### src/rtl/bru_pkg.sv
// Shared definitions for the branch resolve unit: branch funct3 codes,
// FSM state encoding and the taken/illegal decode helpers.
package bru_pkg;

  localparam logic [2:0] F3_BEQ  = 3'b000;
  localparam logic [2:0] F3_BNE  = 3'b001;
  localparam logic [2:0] F3_BLT  = 3'b100;
  localparam logic [2:0] F3_BGE  = 3'b101;
  localparam logic [2:0] F3_BLTU = 3'b110;
  localparam logic [2:0] F3_BGEU = 3'b111;

  typedef enum logic [1:0] {
    ST_IDLE   = 2'd0,
    ST_CMP_HI = 2'd1,
    ST_HOLD   = 2'd2
  } bru_state_t;

  // lt_sel is already the signed/unsigned result chosen by f3[1], so the
  // inverted forms (BNE/BGE/BGEU) are just an xor with f3[0].
  function automatic logic bru_taken(input logic [2:0] f3, input logic eq,
                                     input logic lt_sel);
    logic t;
    if (f3[2]) begin
      t = lt_sel ^ f3[0];
    end else if (f3[1]) begin
      t = 1'b0;
    end else begin
      t = eq ^ f3[0];
    end
    return t;
  endfunction

  function automatic logic bru_illegal(input logic [2:0] f3);
    return (f3[2:1] == 2'b01);
  endfunction

endpackage

### src/rtl/bru_cmp_core.sv
// Combinational equality / unsigned less-than over a W-bit slice.
module bru_cmp_core #(
  parameter int W = 16
) (
  input  logic [W-1:0] i_a,
  input  logic [W-1:0] i_b,
  output logic         o_eq,
  output logic         o_ltu
);

  assign o_eq  = (i_a == i_b);
  assign o_ltu = (i_a < i_b);

endmodule

### src/rtl/branch_resolve_unit.sv
// Registered branch resolver: eq/lt/ltu, taken decision and pc+imm target
// behind a valid/ready handshake. SPLIT_CMP=1 compares low half then high
// half over two cycles. Optional counters enabled by macro BRU_STATS_EN.
module branch_resolve_unit
  import bru_pkg::*;
#(
  parameter int XLEN      = 32,
  parameter int PC_W      = 32,
  parameter int SPLIT_CMP = 0
) (
  input  logic            clk,
  input  logic            rst,
  input  logic            flush,
  input  logic            in_valid,
  output logic            in_ready,
  input  logic [2:0]      funct3,
  input  logic [XLEN-1:0] rs1,
  input  logic [XLEN-1:0] rs2,
  input  logic [PC_W-1:0] pc,
  input  logic [PC_W-1:0] imm,
  output logic            out_valid,
  input  logic            out_ready,
  output logic            out_taken,
  output logic [PC_W-1:0] out_target,
  output logic            out_eq,
  output logic            out_lt,
  output logic            out_illegal
`ifdef BRU_STATS_EN
  ,
  output logic [31:0]     stat_total,
  output logic [31:0]     stat_taken
`endif
);

  localparam int HW = XLEN / 2;

  bru_state_t      r_state, w_state_next;
  logic            r_eq, r_lt, r_taken, r_illegal;
  logic [PC_W-1:0] r_target;

  logic            w_in_ready, w_accept, w_res_load;
  logic            w_eq, w_ltu, w_slt;
  logic [2:0]      w_f3;

  assign w_in_ready = !flush && ((r_state == ST_IDLE) ||
                                 ((r_state == ST_HOLD) && out_ready));
  assign w_accept   = in_valid && w_in_ready;

  generate
    if (SPLIT_CMP != 0) begin : g_split
      logic            w_eq_lo, w_ltu_lo, w_eq_hi, w_ltu_hi;
      logic            r_eq_lo, r_ltu_lo;
      logic [XLEN-1:HW] r_rs1_hi, r_rs2_hi;
      logic [2:0]      r_funct3;

      bru_cmp_core #(.W(HW)) u_cmp_lo (
        .i_a(rs1[HW-1:0]), .i_b(rs2[HW-1:0]), .o_eq(w_eq_lo), .o_ltu(w_ltu_lo)
      );
      bru_cmp_core #(.W(XLEN - HW)) u_cmp_hi (
        .i_a(r_rs1_hi), .i_b(r_rs2_hi), .o_eq(w_eq_hi), .o_ltu(w_ltu_hi)
      );

      // Capture the low-half result and the high-half operands on accept.
      always_ff @(posedge clk) begin
        if (w_accept) begin
          r_eq_lo  <= w_eq_lo;
          r_ltu_lo <= w_ltu_lo;
          r_rs1_hi <= rs1[XLEN-1:HW];
          r_rs2_hi <= rs2[XLEN-1:HW];
          r_funct3 <= funct3;
        end
      end

      assign w_eq       = w_eq_hi && r_eq_lo;
      assign w_ltu      = w_ltu_hi || (w_eq_hi && r_ltu_lo);
      assign w_slt      = (r_rs1_hi[XLEN-1] != r_rs2_hi[XLEN-1]) ? r_rs1_hi[XLEN-1] : w_ltu;
      assign w_f3       = r_funct3;
      assign w_res_load = (r_state == ST_CMP_HI) && !flush;
    end else begin : g_single
      bru_cmp_core #(.W(XLEN)) u_cmp (
        .i_a(rs1), .i_b(rs2), .o_eq(w_eq), .o_ltu(w_ltu)
      );

      assign w_slt      = (rs1[XLEN-1] != rs2[XLEN-1]) ? rs1[XLEN-1] : w_ltu;
      assign w_f3       = funct3;
      assign w_res_load = w_accept;
    end
  endgenerate

  // State register.
  always_ff @(posedge clk) begin
    if (rst) begin
      r_state <= ST_IDLE;
    end else begin
      r_state <= w_state_next;
    end
  end

  // Next-state: flush wins; HOLD either reloads or drains to IDLE.
  always_comb begin
    w_state_next = r_state;
    if (flush) begin
      w_state_next = ST_IDLE;
    end else begin
      case (r_state)
        ST_IDLE: begin
          if (w_accept) w_state_next = (SPLIT_CMP != 0) ? ST_CMP_HI : ST_HOLD;
        end
        ST_CMP_HI: w_state_next = ST_HOLD;
        ST_HOLD: begin
          if (out_ready) begin
            if (w_accept) w_state_next = (SPLIT_CMP != 0) ? ST_CMP_HI : ST_HOLD;
            else          w_state_next = ST_IDLE;
          end
        end
        default: w_state_next = ST_IDLE;
      endcase
    end
  end

  // Result registers: target on accept, compare results when they resolve.
  always_ff @(posedge clk) begin
    if (rst) begin
      r_target  <= '0;
      r_eq      <= 1'b0;
      r_lt      <= 1'b0;
      r_taken   <= 1'b0;
      r_illegal <= 1'b0;
    end else begin
      if (w_accept) r_target <= pc + imm;
      if (w_res_load) begin
        r_eq      <= w_eq;
        r_lt      <= w_f3[1] ? w_ltu : w_slt;
        r_taken   <= bru_taken(w_f3, w_eq, w_f3[1] ? w_ltu : w_slt);
        r_illegal <= bru_illegal(w_f3);
      end
    end
  end

  assign in_ready    = w_in_ready;
  assign out_valid   = (r_state == ST_HOLD);
  assign out_taken   = r_taken;
  assign out_target  = r_target;
  assign out_eq      = r_eq;
  assign out_lt      = r_lt;
  assign out_illegal = r_illegal;

`ifdef BRU_STATS_EN
  logic [31:0] r_stat_total, r_stat_taken;

  // Saturating completion counters; only rst clears them.
  always_ff @(posedge clk) begin
    if (rst) begin
      r_stat_total <= '0;
      r_stat_taken <= '0;
    end else if (out_valid && out_ready) begin
      if (r_stat_total != 32'hFFFF_FFFF) r_stat_total <= r_stat_total + 32'd1;
      if (r_taken && (r_stat_taken != 32'hFFFF_FFFF)) r_stat_taken <= r_stat_taken + 32'd1;
    end
  end

  assign stat_total = r_stat_total;
  assign stat_taken = r_stat_taken;
`endif

endmodule

### config.mk
export PLATFORM = sky130hd
export DESIGN_NAME = branch_resolve_unit
export DESIGN_NICKNAME = d
export VERILOG_FILES = /design/src/rtl/bru_pkg.sv /design/src/rtl/bru_cmp_core.sv /design/src/rtl/branch_resolve_unit.sv
export SDC_FILE = /design/constraint.sdc
export NUM_CORES = 1
export LEC_CHECK = 0
export ABC_AREA = 1
export CAP_MARGIN = 20
export CORE_UTILIZATION = 47
export CTS_BUF_LIST = sky130_fd_sc_hd__clkbuf_4 sky130_fd_sc_hd__clkbuf_8
export CTS_CLUSTER_DIAMETER = 80
export DETAILED_ROUTE_END_ITERATION = 10
export GPL_TIMING_DRIVEN = 0
export HOLD_SLACK_MARGIN = 0.06
export PLACE_DENSITY = 0.84
export SYNTH_ARGS = -nofsm -noshare
export SYNTH_HDL_FRONTEND = slang
export SYNTH_HIERARCHICAL = 1
export SYNTH_SLANG_ARGS = --single-unit
### constraint.sdc
create_clock -name clk -period 2.4 [get_ports clk]
set_clock_uncertainty 0.05 [all_clocks]
set_input_delay 0.72 -clock clk [delete_from_list [all_inputs] [get_ports clk]]
set_output_delay 0.72 -clock clk [all_outputs]
set_load 0.02 [all_outputs]
[Word-level counts from Yosys, hierarchy flattened]
Cells that the tools add are included.
W data, S select, Z words.
Word-level totals
  register bits after elaboration: 38
  output and inout port bits: 38
Cells by class
  add/subtract/negate cells: 1
  $lt $le $gt $ge: 1
  equality and inequality tests: 7
  mux-type cells: 8
  bitwise operators: 2
  reductions and logical operators: 8
Operator list (count)
  $add A32 B32 Y32: 1
  $eq A32 B32 Y1: 1
  $lt A32 B32 Y1: 1
  $mux W2: 3
  $pmux W2 S3: 1
  $eq A2 B1 Y1 const B: 2
  $mux W1: 4
  $logic_and A1 B1 Y1: 3
  $eq A2 B2 Y1 const B: 1
  $logic_not A2 Y1: 1
  $ne A2 B1 Y1 const B: 1
  $ne A2 B2 Y1 const B: 1
  $reduce_and A2 Y1: 1
  $reduce_or A2 Y1: 1
  $xor A1 B1 Y1: 2
  $logic_not A1 Y1: 1
  $logic_or A1 B1 Y1: 1
  $ne A1 B1 Y1: 1

[Depth between registers and ports, before layout]
  depth in word-level cells: 8
  gate-level depth with buffers: 17
  gate-level depth less buffers: 17

[Cells and area by module]
Netlist, hierarchy kept.
Modules (own cells, without submodules)
  branch_resolve_unit: instances 1, cells an instance 677, area each 3822.4 um^2
  bru_cmp_core: instances 1, cells an instance 140, area each 864.6 um^2

[Least setup slack after synthesis]
OpenSTA, ideal clock, no wires.
  path kind: input -> register
  from: input port rs2[31]
  to: register r_taken, in the netlist out_taken
  library setup time: 0.122 ns
  arrival time: 2.102 ns
  setup slack: 0.126 ns
  stages: 13
  path buffers: 0
  cell sequence: inv_1 > ha_1 > nand2_1 > inv_1 > nand3_2 > nor3_2 > inv_2 > nor2_1 > a21oi_1 > o21ai_0 > a21oi_1 > o211ai_1 > a21oi_1
On the way
  longest elaborated chain between the ends: 5
  elaborated cells between the ends (all ways): 9
  classes of those cells: 1 x order compare; 2 x eq/ne; 4 x mux; 2 x bitwise
RTL lines
  from (decl): RTL line branch_resolve_unit.sv:18  | input logic [XLEN-1:0] rs2,
  $lt A32 B32 Y1 *: RTL line bru_cmp_core.sv:12  | assign o_ltu = (i_a < i_b);
  net w_ltu: RTL line branch_resolve_unit.sv:42  | logic w_eq, w_ltu, w_slt;
  $mux W1: RTL line branch_resolve_unit.sv:84  | assign w_slt = (rs1[XLEN-1] != rs2[XLEN-1]) ? rs1[XLEN-1] : w_ltu;
  $mux W1 *: RTL line branch_resolve_unit.sv:134  | r_taken <= bru_taken(w_f3, w_eq, w_f3[1] ? w_ltu : w_slt);
  $xor A1 B1 Y1 *: RTL line bru_pkg.sv:24  | t = lt_sel ^ f3[0];
  $mux W1 *: RTL line bru_pkg.sv:23  | if (f3[2]) begin
  to (signal assigned): RTL line branch_resolve_unit.sv:134
  to (decl): RTL line branch_resolve_unit.sv:38  | logic r_eq, r_lt, r_taken, r_illegal;
The timed path passes the listed nets; every way through them passes the cells marked *.
A chain may end at the register's enable or synchronous reset.

[Worst setup path in the final report]
  from: input port rs1[25]
  to: register r_taken, in the netlist out_taken
On the way
  longest elaborated chain between the ends: 5
  elaborated cells between the ends (all ways): 8
  classes of those cells: 1 x order compare; 1 x eq/ne; 4 x mux; 2 x bitwise
RTL lines
  from (decl): RTL line branch_resolve_unit.sv:17  | input logic [XLEN-1:0] rs1,
  $lt A32 B32 Y1 *: RTL line bru_cmp_core.sv:12
  net w_ltu: RTL line branch_resolve_unit.sv:42
  $mux W1: RTL line branch_resolve_unit.sv:84
  $mux W1 *: RTL line branch_resolve_unit.sv:134
  $xor A1 B1 Y1 *: RTL line bru_pkg.sv:24
  $mux W1 *: RTL line bru_pkg.sv:23
Marks and branches as above.

==> summary.md <==
| Metric | Value |
|---|---|
| Outcome | complete, but fails checks |
| Violated checks | setup timing |
| Synth area leaders | nand2_1 22%, ha_1 17%, dfxtp_1 16% |
| Place WS | -0.625 ns |
| Largest family of logic cells by synthesized area | simple AND/OR/NAND/NOR gates |
| Synth top area share | 21.5% |
| Post-Syn Area | 4690 sq um |
| Initial DRC count | 270 |
| Cell-internal power | 1.70 mW |
| # port buffers | between 150 and 200 |
| Synthesized net count | 1017 |
| Hold buffers post-CTS | 0 |
| First-pass GRT wire length | 23600 um |
| Power density over the cells | 353 nW/um^2 |
| Routability cong. | between 0.8 and 0.9 |
| Number of max-cap violations | 0 |
| Fin. max-slew vios | 0 |
| Logic pwr share | 55.2% |
| Most used standard cell by instance count after synthesis | nand2_1 |
| Startpoint Class | primary input |
| Worst VDD drop | ~220 uV |
| All-Layer GR Usage | ~29% |
| Rows | 36 |
| Die ar. | around 10000 sq um |
| Worst-margin pin slew | 0.524 ns |
| Sequential share of the synthesized area | 15.8% |
| Asr flop ratio synth | 0% |
| Final period utilization | 103% |
| Adder-cell share of the synthesized area | roughly 17% |
| Clock slew seen by the registers of the worst setup and hold paths | 0.07 ns |
| Clock root cell | clkbuf_8 |
| Mux contribution to synthesized area | 0% |
| I/O pin total | 174 |
| Vias per cell | ~5.1 |
| Synth cell count leaders | 269 x nand2_1, 186 x inv_1, 63 x ha_1 |
| RR Endpoint | out_target[20] |
| Hold Path Sink | out_target[2] |
| Residual DRC count | 0 |
| Final worst setup slack | -0.0634 ns |
| CTS Buf Count | 5 |
| FILL cells | 652 |
| Simple-Gate Fraction of Synth Area | 34.6% |
| EDFF count, synth | 0 |
| Final-report setup violation count | 1 |
| RR Startpoint | r_state[1] |
| Vias in the first global route | 5332 |
| Mean Syn Cell Area | 5.74 sq um |
| HP Class | flop to flop |
| Complex-gate fraction of the synthesized area | 13.1% |
| Max_slew headroom | between 60 and 70% |
| WS Path Type | primary input to flop |
| Routed WL | 16900 um |
| Via count | 5872 |
| Final nets | between 1000 and 1500 |
| Iteration count of the initial detailed-routing pass | 4 |
| Area growth syn-to-layout | 67.8% |
| Flop pwr share | 24.7% |
| Xor/xnor share of the synthesized area | 3.18% |
| Fin cells | 1148 |
| Final Core Density | 80.8% |
| Post-synth top area cell | nand2_1 |
| Starting density of the core | between 40% and 50% |
| Crit end category | flop |
| Clock share of power | between 20% and 30% |
| WHS Path Cells | 2 |
| Post-detail-place hpwl | roughly 11000 um |
| Arr. time, crit path | 2.58 ns |
| Flop2flop setup slack | 0.88 ns |
| Synth Register Bits | 37 |
| Final hold violations | 0 |
| Cells after DPL | 1123 |
| DR WL/cell | between 10 and 15 um |
| Initial antenna violation count | 1 |
| Top_reg_cell synth | dfxtp_1 |
| CTS sink count | 37 |
| Die width | 102 um |
| Cells on worst reg2reg path | 7 |
| Hold Crit Start | out_target[2] |
| Core area | 9730 sq um |
| Setup_tns | -0.0634 ns |
| Post-Synthesis Cells | roughly 820 |
| Sw Share | 38.6% |
| CTS tree | yes |
| GRT overflow | 0 |
| Worst-case clock buffer depth | 2 |
| RSZ-0062 raised after global routing | yes |
| Sw Pwr | about 1.1 mW |
| Clock latency on the worst-skew pair | 0.28 ns |
| Layout cell share with drive strength beyond 1 | 22.3% |
| Worst Setup SP | rs1[25] |
| Die H | 102 um |
| Yosys warnings | 6 |
| Netlist cell types | 29 |
| Fmax | 406 MHz |
| Final total power | between 2 and 3 mW |
| Post-DRT Antenna Nets | 0 |
| LEAKAGE | 4.13 nW |
| H-tree depth | 2 |
| Data required, critical path | about 2.5 ns |
| Final min period | 2.46 ns |
| Largest net degree at the start of global routing | 13 |
| Maximum fanout along the worst path | 3 |
[worst max-delay path, cell delays in order]
cell           delay (ns)
dlygate4sd2_1        0.26
ha_4                 0.25
nand2_1              0.08
inv_1                0.06
o21bai_1             0.20
a21oi_1              0.12
nor2_1               0.13
nand2_1              0.08
a21oi_2              0.16
o21ai_2              0.10
nand3_1              0.09
nand2_1              0.05
o211ai_1             0.19
a21oi_1              0.10
[cell usage in the layout, fill, tap and decap left out, types with 10 or more instances in the layout]
master	count
dlygate4sd2_1	50
nand3_1	31
ha_1	10
nand2_1	231
dfxtp_1	37
nand2_2	38
buf_4	15
clkdlybuf4s50_1	99
a21oi_2	18
nor2_2	17
dlymetal6s2s_1	15
o21ai_0	23
inv_2	28
ha_4	51
nand3_2	12
nor2_1	40
xor2_1	14
o21a_1	16
o21bai_1	18
a21oi_1	21
inv_1	161
[per-stage QoR]
| step | instance area [sq um] | hold WS [ns] |
|---|---|---|
| finish | 7870 | 0.426 |
| global route | 7870 | 0.448 |
| CTS | 7130 | 0.425 |
| detailed placement | 6590 | 0.415 |
| global placement | 6590 | 0.401 |
| floorplan | 4690 | 0.482 |
[sequential cells by signal, indices dropped and copies added, names as in the netlist]
signal       flops
out_eq           1
out_illegal      1
out_lt           1
out_taken        1
out_target      32
r_state          1
[worst max path at each step]
stage | depth (start not counted) | slack [ns] | endpoint
6_report | 14 | -0.06 | out_taken
5_1_grt | 14 | -0.1 | out_taken
4_1_cts | 13 | -0.02 | out_target[28]
3_5_place_dp | 12 | -0.62 | out_taken
3_3_place_gp | 14 | -0.59 | out_taken
2_1_floorplan | 13 | 0.13 | out_taken
[cells by family after synthesis]
| family | after synthesis |
|---|---|
| DFF | 37 |
| xor gates and xnor gates | 17 |
| buffers and inverters | 198 |
| AOI/OAI and AO/OA | 104 |
| and+or+nand+nor | 397 |
| adders and majority gates | 64 |
[metal layers]
layer | vias up | GRT usage (%) | routed length (um) | share of wire (%)
met4 | 0 | 11.5 | 737 | 4.4
met2 | 256 | 53.9 | 8270 | 49
met3 | 62 | 4.79 | 1350 | 8.0
met5 | - | 0 | 0 | 0
li1 | 2909 | - | - | -
met1 | 2645 | 32.4 | 6520 | 39
[power groups by stage]
stage	logic, mW	registers, mW	clock network, mW
CTS	1.27	0.686	0.571
detailed placement	1.18	0.700	0
global placement	1.17	0.698	0
finish	1.53	0.686	0.558
floorplan	0.636	0.752	0
global route	1.68	0.691	0.599
[final cells by class]
| type | count | area, sq um | share of cell area [%] |
|---|---|---|---|
| flip-flops and latches | 37 | 741 | 9.42 |
| diodes | 1 | 2.50 | 0.0318 |
| multi-input cells | 582 | 4270 | 54.3 |
| clock inverters | 2 | 37.5 | 0.477 |
| well taps | 133 | 166 | 2.12 |
| inverters | 189 | 709 | 9.02 |
| clock buffers | 6 | 82.6 | 1.05 |
| plain buffers | 9 | 43.8 | 0.557 |
| repair buffers | 189 | 1810 | 23.1 |
[timing repair]
item                                    4_1_cts  5_1_grt
resized for setup                           149      162
buffers inserted                             12        4
pin swaps                                    70       45
endpoints found under the setup margin       14       24
(Power assumes the default switching activity.)
